**src/rtl/uart_program_loader_pkg.sv**
```systemverilog
// Shared constants and state encodings for the UART program loader.
package uart_program_loader_pkg;

   localparam int unsigned BAUD_COUNT_CHECK      = 868;
   localparam int unsigned PROGRAM_ADDRESS_WIDTH = 8;
   localparam int unsigned INSTRUCTION_WIDTH     = 32;
   localparam int unsigned NUM_DATA_BITS         = 8;
   localparam int unsigned PROGRAM_WORDS         = 2**(PROGRAM_ADDRESS_WIDTH-2);

   localparam logic [INSTRUCTION_WIDTH-1:0] NOOP = 32'h0000_0013;

   typedef enum logic [2:0] {
      L_IDLE,
      L_LOAD,
      L_CHECK,
      L_PAD,
      L_DONE
   } loader_state_type;

   typedef enum logic [1:0] {
      RX_IDLE,
      RX_START,
      RX_DATA,
      RX_STOP
   } uart_rx_state_type;

endpackage

```
**src/rtl/uart_program_loader_uart_rx.sv**
```systemverilog
// 8N1 UART receiver: 2-flop synchronizer, mid-bit sampling, glitch-rejecting start check.
module uart_rx
   import uart_program_loader_pkg::*;
#(
   parameter int unsigned CLKS_PER_BIT = BAUD_COUNT_CHECK
) (
   input  logic                     clk,
   input  logic                     rst,
   input  logic                     rx_i,
   output logic [NUM_DATA_BITS-1:0] byte_o,
   output logic                     valid_o,
   output logic                     frame_err_o
);

   localparam int unsigned CW   = $clog2(CLKS_PER_BIT + 1);
   localparam int unsigned BW   = $clog2(NUM_DATA_BITS);
   localparam int unsigned HALF = CLKS_PER_BIT / 2;

   uart_rx_state_type r_state, w_state_nxt;
   logic                     r_sync1, r_sync2, r_rx_prev;
   logic [CW-1:0]            r_baud, w_baud_nxt;
   logic [BW-1:0]            r_bit, w_bit_nxt;
   logic [NUM_DATA_BITS-1:0] r_shift, w_shift_nxt;
   logic                     r_valid, w_valid_nxt;
   logic                     r_ferr, w_ferr_nxt;
   logic                     w_fall;

   assign w_fall = r_rx_prev & ~r_sync2;

   always_comb begin
      w_state_nxt = r_state;
      w_baud_nxt  = r_baud + CW'(1);
      w_bit_nxt   = r_bit;
      w_shift_nxt = r_shift;
      w_valid_nxt = 1'b0;
      w_ferr_nxt  = 1'b0;
      case (r_state)
         RX_IDLE: begin
            w_baud_nxt = '0;
            w_bit_nxt  = '0;
            if (w_fall) w_state_nxt = RX_START;
         end
         RX_START: begin
            // A start bit that is already high again at mid-bit was a glitch.
            if (r_baud == CW'(HALF - 1)) begin
               w_baud_nxt  = '0;
               w_state_nxt = r_sync2 ? RX_IDLE : RX_DATA;
            end
         end
         RX_DATA: begin
            if (r_baud == CW'(CLKS_PER_BIT - 1)) begin
               w_baud_nxt  = '0;
               w_shift_nxt = {r_sync2, r_shift[NUM_DATA_BITS-1:1]};
               if (r_bit == BW'(NUM_DATA_BITS - 1)) begin
                  w_bit_nxt   = '0;
                  w_state_nxt = RX_STOP;
               end else begin
                  w_bit_nxt = r_bit + BW'(1);
               end
            end
         end
         RX_STOP: begin
            if (r_baud == CW'(CLKS_PER_BIT - 1)) begin
               w_baud_nxt  = '0;
               w_state_nxt = RX_IDLE;
               w_valid_nxt = r_sync2;
               w_ferr_nxt  = ~r_sync2;
            end
         end
         default: w_state_nxt = RX_IDLE;
      endcase
   end

   always_ff @(posedge clk) begin
      if (rst) begin
         r_state   <= RX_IDLE;
         r_sync1   <= 1'b1;
         r_sync2   <= 1'b1;
         r_rx_prev <= 1'b1;
         r_baud    <= '0;
         r_bit     <= '0;
         r_shift   <= '0;
         r_valid   <= 1'b0;
         r_ferr    <= 1'b0;
      end else begin
         r_state   <= w_state_nxt;
         r_sync1   <= rx_i;
         r_sync2   <= r_sync1;
         r_rx_prev <= r_sync2;
         r_baud    <= w_baud_nxt;
         r_bit     <= w_bit_nxt;
         r_shift   <= w_shift_nxt;
         r_valid   <= w_valid_nxt;
         r_ferr    <= w_ferr_nxt;
      end
   end

   assign byte_o      = r_shift;
   assign valid_o     = r_valid;
   assign frame_err_o = r_ferr;

endmodule

```
**src/rtl/uart_program_loader.sv**
```systemverilog
// Boot loader: length-prefixed UART image -> 32-bit instruction memory writes, NOOP padding.
// Optional trailing XOR checksum byte enabled by defining LOADER_CHECKSUM_EN.
module uart_program_loader
   import uart_program_loader_pkg::*;
#(
   parameter int unsigned CLKS_PER_BIT = BAUD_COUNT_CHECK,
   parameter int unsigned ADDR_WIDTH   = PROGRAM_ADDRESS_WIDTH,
   parameter int unsigned WORD_WIDTH   = INSTRUCTION_WIDTH
) (
   input  logic                  clk,
   input  logic                  rst,
   input  logic                  rx_i,
   output logic                  imem_we_o,
   output logic [ADDR_WIDTH-1:0] imem_addr_o,
   output logic [WORD_WIDTH-1:0] imem_wdata_o,
   output logic                  cpu_rst_o,
   output logic                  busy_o,
   output logic                  done_o,
   output logic                  frame_err_o,
   output logic                  checksum_err_o
);

   localparam int unsigned WORDS = 2**(ADDR_WIDTH-2);
   localparam int unsigned IDXW  = ADDR_WIDTH - 1;
   localparam int unsigned BYTES = WORD_WIDTH / NUM_DATA_BITS;
   localparam int unsigned BIDXW = $clog2(BYTES);

   logic [NUM_DATA_BITS-1:0] w_rx_byte;
   logic                     w_rx_valid;
   logic [31:0]              w_req;
   logic [IDXW-1:0]          w_idx_inc;
   logic [WORD_WIDTH-1:0]    w_word_cat;
   logic [ADDR_WIDTH-1:0]    w_idx_addr;

   loader_state_type      r_state, w_state_nxt;
   logic [IDXW-1:0]       r_count, w_count_nxt;
   logic [IDXW-1:0]       r_idx, w_idx_nxt;
   logic [BIDXW-1:0]      r_bidx, w_bidx_nxt;
   logic [WORD_WIDTH-1:0] r_word, w_word_nxt;
   logic                  r_we, w_we_nxt;
   logic [ADDR_WIDTH-1:0] r_addr, w_addr_nxt;
   logic [WORD_WIDTH-1:0] r_wdata, w_wdata_nxt;
`ifdef LOADER_CHECKSUM_EN
   logic [NUM_DATA_BITS-1:0] r_csum, w_csum_nxt;
   logic                     r_cerr, w_cerr_nxt;
`endif

   uart_rx #(.CLKS_PER_BIT(CLKS_PER_BIT)) u_rx (
      .clk         (clk),
      .rst         (rst),
      .rx_i        (rx_i),
      .byte_o      (w_rx_byte),
      .valid_o     (w_rx_valid),
      .frame_err_o (frame_err_o)
   );

   assign w_req      = 32'(w_rx_byte);
   assign w_idx_inc  = r_idx + IDXW'(1);
   assign w_word_cat = {w_rx_byte, r_word[WORD_WIDTH-1:NUM_DATA_BITS]};
   assign w_idx_addr = {r_idx[ADDR_WIDTH-3:0], 2'b00};

   always_comb begin
      w_state_nxt = r_state;
      w_count_nxt = r_count;
      w_idx_nxt   = r_idx;
      w_bidx_nxt  = r_bidx;
      w_word_nxt  = r_word;
      w_we_nxt    = 1'b0;
      w_addr_nxt  = r_addr;
      w_wdata_nxt = r_wdata;
`ifdef LOADER_CHECKSUM_EN
      w_csum_nxt  = r_csum;
      w_cerr_nxt  = r_cerr;
`endif
      case (r_state)
         L_IDLE, L_DONE: begin
            if (w_rx_valid && (w_rx_byte != '0)) begin
               w_count_nxt = IDXW'((w_req > WORDS) ? WORDS : w_req);
               w_idx_nxt   = '0;
               w_bidx_nxt  = '0;
`ifdef LOADER_CHECKSUM_EN
               w_csum_nxt  = '0;
               w_cerr_nxt  = 1'b0;
`endif
               w_state_nxt = L_LOAD;
            end
         end
         L_LOAD: begin
            if (w_rx_valid) begin
               w_word_nxt = w_word_cat;
               w_bidx_nxt = r_bidx + BIDXW'(1);
`ifdef LOADER_CHECKSUM_EN
               w_csum_nxt = r_csum ^ w_rx_byte;
`endif
               if (r_bidx == BIDXW'(BYTES - 1)) begin
                  w_bidx_nxt  = '0;
                  w_we_nxt    = 1'b1;
                  w_addr_nxt  = w_idx_addr;
                  w_wdata_nxt = w_word_cat;
                  w_idx_nxt   = w_idx_inc;
                  if (w_idx_inc == r_count) begin
`ifdef LOADER_CHECKSUM_EN
                     w_state_nxt = L_CHECK;
`else
                     w_state_nxt = (w_idx_inc == IDXW'(WORDS)) ? L_DONE : L_PAD;
`endif
                  end
               end
            end
         end
`ifdef LOADER_CHECKSUM_EN
         L_CHECK: begin
            if (w_rx_valid) begin
               if (w_rx_byte == r_csum) begin
                  w_state_nxt = (r_idx == IDXW'(WORDS)) ? L_DONE : L_PAD;
               end else begin
                  w_cerr_nxt  = 1'b1;
                  w_state_nxt = L_IDLE;
               end
            end
         end
`endif
         L_PAD: begin
            w_we_nxt    = 1'b1;
            w_addr_nxt  = w_idx_addr;
            w_wdata_nxt = WORD_WIDTH'(NOOP);
            w_idx_nxt   = w_idx_inc;
            if (w_idx_inc == IDXW'(WORDS)) w_state_nxt = L_DONE;
         end
         default: w_state_nxt = L_IDLE;
      endcase
   end

   always_ff @(posedge clk) begin
      if (rst) begin
         r_state <= L_IDLE;
         r_count <= '0;
         r_idx   <= '0;
         r_bidx  <= '0;
         r_word  <= '0;
         r_we    <= 1'b0;
         r_addr  <= '0;
         r_wdata <= '0;
`ifdef LOADER_CHECKSUM_EN
         r_csum  <= '0;
         r_cerr  <= 1'b0;
`endif
      end else begin
         r_state <= w_state_nxt;
         r_count <= w_count_nxt;
         r_idx   <= w_idx_nxt;
         r_bidx  <= w_bidx_nxt;
         r_word  <= w_word_nxt;
         r_we    <= w_we_nxt;
         r_addr  <= w_addr_nxt;
         r_wdata <= w_wdata_nxt;
`ifdef LOADER_CHECKSUM_EN
         r_csum  <= w_csum_nxt;
         r_cerr  <= w_cerr_nxt;
`endif
      end
   end

   assign imem_we_o    = r_we;
   assign imem_addr_o  = r_addr;
   assign imem_wdata_o = r_wdata;
   assign cpu_rst_o    = (r_state != L_DONE);
   assign done_o       = (r_state == L_DONE);
   assign busy_o       = (r_state == L_LOAD) || (r_state == L_CHECK) || (r_state == L_PAD);
`ifdef LOADER_CHECKSUM_EN
   assign checksum_err_o = r_cerr;
`else
   assign checksum_err_o = 1'b0;
`endif

endmodule

```
**config.mk**
```make
export PLATFORM = sky130hd
export DESIGN_NAME = uart_program_loader
export DESIGN_NICKNAME = d
export VERILOG_FILES = /design/src/rtl/uart_program_loader_pkg.sv /design/src/rtl/uart_program_loader_uart_rx.sv /design/src/rtl/uart_program_loader.sv
export SDC_FILE = /design/constraint.sdc
export NUM_CORES = 1
export LEC_CHECK = 0
export ABC_AREA = 0
export BUFFER_PORTS_ARGS = -buffer_cell sky130_fd_sc_hd__buf_2
export CORE_ASPECT_RATIO = 0.75
export CORE_MARGIN = 1.5
export CORE_UTILIZATION = 52
export DETAILED_ROUTE_END_ITERATION = 8
export PLACE_DENSITY = 0.75
export SLEW_MARGIN = 15
export SYNTH_ARGS = -nofsm -noshare
export SYNTH_HDL_FRONTEND = slang
export SYNTH_HIERARCHICAL = 1
export SYNTH_SLANG_ARGS = --single-unit
export TNS_END_PERCENT = 5
```
**constraint.sdc**
```tcl
create_clock -name clk -period 1.6 [get_ports clk]
set_clock_uncertainty 0.05 [all_clocks]
set_input_delay 0.08 -clock clk [delete_from_list [all_inputs] [get_ports clk]]
set_output_delay 0.08 -clock clk [all_outputs]
set_load 0.02 [all_outputs]
```
# Word level (Yosys, flattened, before mapping)
# Cells that the tools add are included.
dict set report op_classes {
  n_mux 38
  n_eq_ne 24
  n_shift 0
  bitwise_logic 4
  magnitude_cmp 1
  addsub 4
  n_reduce_logical 22
  div_mod_pow 0
  multipliers 0
}
# cell count
set op_table {}
lappend op_table {{$mux W32} 2}
lappend op_table {{$pmux W32 S2} 1}
lappend op_table {{$pmux W10 S3} 1}
lappend op_table {{$mux W7} 4}
lappend op_table {{$mux W3} 8}
lappend op_table {{$pmux W7 S3} 1}
lappend op_table {{$mux W10} 2}
lappend op_table {{$mux W2} 9}
lappend op_table {{$mux W8} 2}
lappend op_table {{$pmux W8 S2} 1}
lappend op_table {{$ne A2 B1 Y1 const B} 6}
lappend op_table {{$add A10 B1 Y10 const B} 1}
lappend op_table {{$eq A10 B10 Y1 const B} 1}
lappend op_table {{$eq A10 B9 Y1 const B} 1}
lappend op_table {{$reduce_and A5 Y1} 2}
lappend op_table {{$pmux W3 S3} 1}
lappend op_table {{$gt A8 B7 Y1 const B} 1}
lappend op_table {{$ne A2 B2 Y1 const B} 4}
lappend op_table {{$pmux W2 S4} 1}
lappend op_table {{$reduce_and A2 Y1} 4}
lappend op_table {{$reduce_bool A8 Y1} 1}
lappend op_table {{$add A7 B1 Y7 const B} 1}
lappend op_table {{$eq A7 B7 Y1} 1}
lappend op_table {{$eq A7 B7 Y1 const B} 1}
lappend op_table {{other kinds (24)} 36}
dict set report word_totals {
  latch_bits 0
  romBits 0
  memories 0
  wordCells 110
  mem_bits_rw 0
  inputBits 3
  output_inout_bits 46
  register_bits 120
}

# Logic depth before layout (Yosys ltp)
# Gate-level depths: netlist (run 1).
dict set report depth {
  ltp_word 7
  mapped_depth 9
  mapped_depth_nobuf 6
}

# Hierarchy
# The synthesis (run 1) kept the hierarchy.
# mod area_each_um2 cells_each instances
set modules_own_cells {}
lappend modules_own_cells {uart_program_loader 3349.5 422 1}
lappend modules_own_cells {uart_rx 1184.9 126 1}

# Worst setup path before layout (run 1)
# No wires, ideal clock.
dict set report synth_path {
  path_type {reg2reg}
  from {register u_rx.r_baud[2]}
  to {register u_rx.r_state[0]}
  synth_period_minus_slack_ps 1790
  path_slack_ps -190
  setup_ps 58
  stages_incl_launch_ff 6
  required_ps 1492
  arrival_ps 1682
  path_cell_list {dfxtp_1 or3b_4 or3_1 clkbuf_2 a2111oi_2 o21a_1}
}
dict set report synth_via {
  elab_chain_len 3
  word_cells_on_any_way 6
  classes_between {eq/ne: 5; reduce/logical: 1}
}
# item line_no
set synth_rtl {}
lappend synth_rtl {{from (decl)} uart_program_loader_uart_rx.sv:21} ;# logic [CW-1:0] r_baud, w_baud_nxt;
lappend synth_rtl {{from (signal assigned)} uart_program_loader_uart_rx.sv:90} ;# r_baud <= w_baud_nxt;
lappend synth_rtl {{$eq A10 B10 Y1 / $eq A10 B9 Y1 (equally long branches)} {uart_program_loader_uart_rx.sv:51, uart_program_loader_uart_rx.sv:63, uart_program_loader_uart_rx.sv:45}}
lappend synth_rtl {{$ne A2 B1 Y1 (no line)} n/a}
lappend synth_rtl {{$reduce_and A5 Y1 (no line) (*)} n/a}
lappend synth_rtl {{to (signal assigned)} uart_program_loader_uart_rx.sv:86} ;# r_state <= w_state_nxt;
lappend synth_rtl {{to (decl)} uart_program_loader_uart_rx.sv:19} ;# uart_rx_state_type r_state, w_state_nxt;
# Mark *: on every way between the ends. The rest lies on a longest branch, timed or not.
# A chain may end at the register's enable or synchronous reset.

==> results of run 1 <==
[routing by layer]
metal  GRT usage  wire length, microns  vias to the layer above
li1            -                     -                     2013
met5           0                     0                        -
met1       0.333                  5250                     1941
met2       0.390                  5290                      135
met3      0.0566                   717                       14
met4      0.0793                   148                        0
[flip-flops by register name, indices dropped and copies added, names as in the netlist, 2 cells and up, named ones only]
| signal | flops |
|---|---|
| r_state | 3 |
| r_count | 7 |
| r_word | 24 |
| r_idx | 7 |
| u_rx/r_bit | 3 |
| u_rx/r_baud | 10 |
| imem_wdata_o | 32 |
| r_bidx | 2 |
| u_rx/byte_o | 8 |
| imem_addr_o | 6 |
[synth_stat cells, drive strengths merged (4+ instances only)]
| master | number |
|---|---|
| and2 | 4 |
| clkbuf | 22 |
| xor2 | 9 |
| nand2 | 140 |
| buf | 18 |
| nand2b | 4 |
| o21ai | 10 |
| mux2i | 8 |
| a31oi | 7 |
| a21oi | 79 |
| inv | 6 |
| dfxtp | 110 |
| and3 | 6 |
| xnor2 | 7 |
| nor2 | 42 |
| ha | 6 |
| nand3 | 16 |
| nor3 | 4 |
[path summary, 6_finish.rpt]
| kind | startpoint | to |
|---|---|---|
| setup / recovery | r_idx[1] | r_state[1] |
| hold / removal | rst | u_rx/r_bit[2] |
| setup reg to reg | r_idx[1] | r_state[1] |
| hold reg to reg | u_rx/r_sync1 | u_rx/r_sync2 |
[final cells by class]
| class | count | area (sq um) | area share |
|---|---|---|---|
| multi-input cells | 394 | 2350 | 0.400 |
| flip-flops and latches | 110 | 2210 | 0.377 |
| repair buffers | 120 | 857 | 0.146 |
| clock buffers | 11 | 243 | 0.0414 |
| well taps | 108 | 135 | 0.0231 |
| clock inverters | 3 | 43.8 | 0.00748 |
| inverters | 6 | 22.5 | 0.00384 |
[power groups by stage]
stage	clock (W)	combinational (W)	sequential, W
2_1_floorplan	0	0.0000658	0.00281
3_3_place_gp	0	0.0000836	0.00281
3_5_place_dp	0	0.0000859	0.00281
4_1_cts	0.00221	0.0000894	0.00274
5_1_grt	0.00233	0.000101	0.00274
6_report	0.00218	0.0000928	0.00275
[what timing repair did]
| action | in CTS | in global routing |
|---|---|---|
| gates resized for setup | 23 | 37 |
| hold buffers | 1 | 0 |
| buffers inserted | 1 | 3 |
| endpoints found under the setup margin | 59 | 94 |
| hold endpoints to repair | 1 | 0 |
| pin swaps | 4 | 14 |
[cell families (layout without fill, tap and decap cells)]
logic type | count (synthesis) | after routing | share of synthesized area
AO/OA/AOI/OAI | 114 | 114 | 0.147
XOR/XNOR | 16 | 16 | 0.0309
adder cells (fa/ha/maj) | 6 | 6 | 0.0166
buffers and inverters | 46 | 140 | 0.0521
flip-flops | 110 | 110 | 0.486
multiplexers | 8 | 8 | 0.0177
other | 1 | 3 | 0.000827
AND/OR/NAND/NOR | 247 | 247 | 0.249
[metrics by stage]
step,instances,worst slack [ns]
floorplan,550,-0.161
global placement,733,-0.113
detailed placement,733,-0.180
CTS,749,-0.153
global route,752,-0.254
finish,752,-0.204
[placed cells by master (no fill, tap or decap), types with 7 or more instances in the layout]
master,count
a21oi_1,72
a21oi_2,7
a31oi_1,7
buf_2,45
buf_4,61
buf_6,11
clkbuf_16,9
dfxtp_1,103
dfxtp_2,7
mux2i_1,8
nand2_1,140
nand3_1,11
nor2_1,38
xor2_1,7
==> flow_summary_export.csv, run 1 <==
group,metric,value,unit
status,status,"finished, violations left",
status,violations,"setup timing",
pwr,power_frac_clock,0.435,
placed_design,dp_hpwl,7.79,mm
routing,wl,11.4,mm
synthesis,ys_warn_count,6,
setup_path,endpoint_kind,"flop",
setup_path,worst_setup_path_start_kind,"flop",
timing,finalSetupViolations,30,
clocking,cts_sinks,110,
die,rows,29,
job,cap_violations,0,
global_routing,grt_pass1_wl,18.5,mm
routing,wire_per_inst,15.2,microns
timing,finalHoldViolations,0,
setup_path,slowest_delay,0.36,ns
synthesis,synth-async-reset-ratio,0,
global_routing,antenna_found_initial,0,
die,die_x,111,microns
finish,drive_gt1_frac,0.297,
worst_hold_path,hold_path_depth,2,
placed_design,portBuffers,45,
clocking,clkTransAtPathRegs,0.07,ns
routing,ant_nets,0,
pwr,power,0.00502,W
global_routing,grt_pass1_vias,3860,
routing,drt-pass1-iter-count,5,
synthesis,synth-seq-cells,110,
die,die_area,0.00929,sq mm
die,coreArea,0.00845,sq mm
finish,nNetsFinal,650,
timing,tns,-2.47,ns
routing,vias,4103,
finish,finalInstanceArea,0.00586,sq mm
finish,final_util,0.693,
pwr,intPower,0.00401,W
pwr,leakage,2.27,nW
setup_path,criticalPathCategory,"flop to flop",
setup_path,crit_chain,"ha_2 -> nand3_2 -> nor2_2 -> xnor2_1 -> buf_4 -> a311oi_4 -> nor4_2",
clocking,htree_num_levels,3,
routing,routed_via_density,5.46,
setup_path,critical_path_cell_count,7,
pwr,vdd_drop_max,0.850,mV
synthesis,ys_top_cells_by_area,"dfxtp_1, nand2_1, a21oi_1",
placed_design,gp_congestion,1.00,
pwr,netSwitchingPower,0.00101,W
synthesis,synthDominantCellAreaShare,0.486,
synthesis,syn-cell-area,0.00453,sq mm
routing,drtIter0Drc,269,
synthesis,synth_area_leader_cell,"dfxtp_1",
worst_hold_path,hp-class,"input port to flop",
timing,period_minus_slack,1.80,ns
setup_path,r2r_cells,7,
synthesis,synth_ff_type,"dfxtp_1",
clocking,clock_tree.root_cell,"clkbuf_16",
setup_path,cp.buffers_inverters,1,
setup_path,crit_slowest_cell,"dfxtp_2",
synthesis,ys_types,58,
setup_path,critPathTopFamily,"simple AND/OR/NAND/NOR gates",
die,die_y,83.9,microns
setup_path,cp_data_arrival_time,1.98,ns
finish,fill_cells,654,
timing,slew_viol_final,0,
finish,n_antenna_cell,0,
setup_path,r2r_setup_slack,-0.20,ns
clocking,cts_tree,"yes",
global_routing,track_usage,0.245,
finish,areaGrowthSynthToFinish,29.2,%
setup_path,required,1.78,ns
clocking,insertion_delay,0.34,ns
pwr,power_density,857,mW/mm^2
timing,worst_slack,-0.204,ns
die,io_pins,49,
synthesis,synthCells,548,
timing,min_period_over_period,1.13,
placed_design,placed_area,0.00527,sq mm
routing,drc,0,
synthesis,synth-edff-count,0,
global_routing,grt-ovfl-total,0,
timing,whs,0.0541,ns
synthesis,yosysSeqAreaShare,0.486,
die,initial_utilization,0.536,
setup_path,path_max_fanout,4,
clocking,cts_buffers,9,
pwr,power_frac_seq,0.547,
pwr,swShare,0.201,
timing,fmaxAchievable,0.554,GHz
timing,grt_setup_unrepaired,"yes",
synthesis,syn_area_per_cell,8.27,sq um
clocking,clockBufferDepth,2,
global_routing,grt_max_degree,33,
pwr,comb_power_share,0.018,
Power figures use the tool's default switching activity.
==> inputs of run 2 (changes only) <==
- SKIP_LAST_GASP: default -> 1
==> flow_summary_export.csv, run 2 (synthesis results as in run 1) <==
group,metric,value,unit
routing,vias,4097,
placed_design,dp.cells,733,
die,rows,29,
clocking,htree_num_levels,3,
status,status,"finished, violations left",
finish,n_antenna_cell,0,
die,die_area,0.00929,sq mm
placed_design,gp_congestion,1.00,
global_routing,grt_max_degree,33,
global_routing,grt_pass1_vias,3870,
global_routing,track_usage,0.245,
setup_path,critPathTopFamily,"simple AND/OR/NAND/NOR gates",
die,io_pins,49,
setup_path,criticalPathCategory,"flop to flop",
finish,drive_gt1_frac,0.266,
finish,finalInstanceArea,0.00572,sq mm
setup_path,path_max_fanout,4,
routing,ant_nets,0,
finish,fill_cells,675,
routing,drc,0,
clocking,clockBufferDepth,2,
global_routing,grt_pass1_wl,18.5,mm
timing,period_minus_slack,1.79,ns
finish,fin_cells,752,
finish,nNetsFinal,650,
setup_path,crit_chain,"ha_2 -> nand3_2 -> nor2_2 -> xnor2_1 -> buf_4 -> a311oi_4 -> nor4_2",
finish,areaGrowthSynthToFinish,26.2,%
clocking,cts_tree,"yes",
finish,final_util,0.677,
placed_design,placed_area,0.00527,sq mm
clocking,cts_buffers,9,
worst_hold_path,hp-class,"input port to flop",
pwr,vdd_drop_max,0.862,mV
finish,final_common_cell,"nand2_1",
die,die_y,83.9,microns
setup_path,required,1.78,ns
pwr,power,0.00502,W
job,cap_violations,0,
setup_path,crit_slowest_cell,"dfxtp_2",
die,coreArea,0.00845,sq mm
pwr,power_density,877,mW/mm^2
routing,drt-pass1-iter-count,5,
finish,largest_register_ffs,32,
setup_path,endpoint_kind,"flop",
timing,worst_slack,-0.190,ns
timing,fmaxAchievable,0.559,GHz
clocking,cts_sinks,110,
timing,finalHoldViolations,0,
setup_path,slowest_delay,0.36,ns
global_routing,antenna_found_initial,0,
status,violations,"setup timing",
finish,layout_common_cells,"nand2_1, dfxtp_1, a21oi_1, buf_4, buf_2",
clocking,insertion_delay,0.35,ns
clocking,clock_tree.root_cell,"clkbuf_16",
die,die_x,111,microns
clocking,clkTransAtPathRegs,0.07,ns
setup_path,worst_setup_path_start_kind,"flop",
pwr,leakage,2.23,nW
timing,whs,0.0432,ns
routing,drtIter0Drc,250,
global_routing,grt-ovfl-total,0,
routing,wl,11.1,mm
routing,wire_per_inst,14.7,microns
placed_design,dp_hpwl,7.79,mm
timing,grt_setup_unrepaired,"yes",
timing,slew_viol_final,0,
timing,min_period_over_period,1.12,
timing,finalSetupViolations,63,
routing,routed_via_density,5.45,
placed_design,portBuffers,45,
die,initial_utilization,0.536,
setup_path,cp.buffers_inverters,1,
setup_path,cp_data_arrival_time,1.97,ns
## run 2: worst paths after layout
kind	startpoint	cells past startpoint	slack [ns]	endpoint
worst max-delay path	r_idx[1]	7	-0.19	r_state[1]
worst min-delay path	rst	2	0.04	u_rx/r_bit[2]
worst max register to register	r_idx[1]	7	-0.19	r_state[1]
worst min register to register	u_rx/r_sync1	1	0.38	u_rx/r_sync2
## run 2: metal layers
layer  global-route usage  vias up  wire length [microns]
li1                     -     2019                      -
met1                0.331     1928                   5200
met2                0.391      132                   5030
met3               0.0581       18                    688
met4               0.0793        0                    176
met5                    0        -                      0
## run 2: metrics by stage
step	setup TNS, ns	setup slack (ns)
after floorplan	-2.34	-0.161
after global placement	-2.63	-0.113
after detailed placement	-4.65	-0.180
after CTS	-5.01	-0.154
after global routing	-12.61	-0.243
final	-5.14	-0.190
## run 2: repair_timing
action                                  4_1_cts  5_1_grt
resized for setup                            16       10
hold buffers                                  1        0
endpoints found under the setup margin       59       90
setup buffers                                 1        3
hold endpoints to repair                      1        0
pin swaps                                     3        2
cloned                                        0        0
## run 2: final cells by class
type,instances,area [sq um],share of cell area
multi-input combinational,394,2240,0.392
sequential,110,2210,0.386
timing repair buffer,120,827,0.145
clock buffer,11,243,0.0424
tap,108,135,0.0236
clock inverter,3,43.8,0.00766
inverter,6,22.5,0.00394
## run 2: power breakdown
part	internal, W	switching, W	total, W
Clock	0.00124	0.000939	0.00218
Combinational	0.0000273	0.0000616	0.0000889
Sequential	0.00274	0.00000359	0.00275
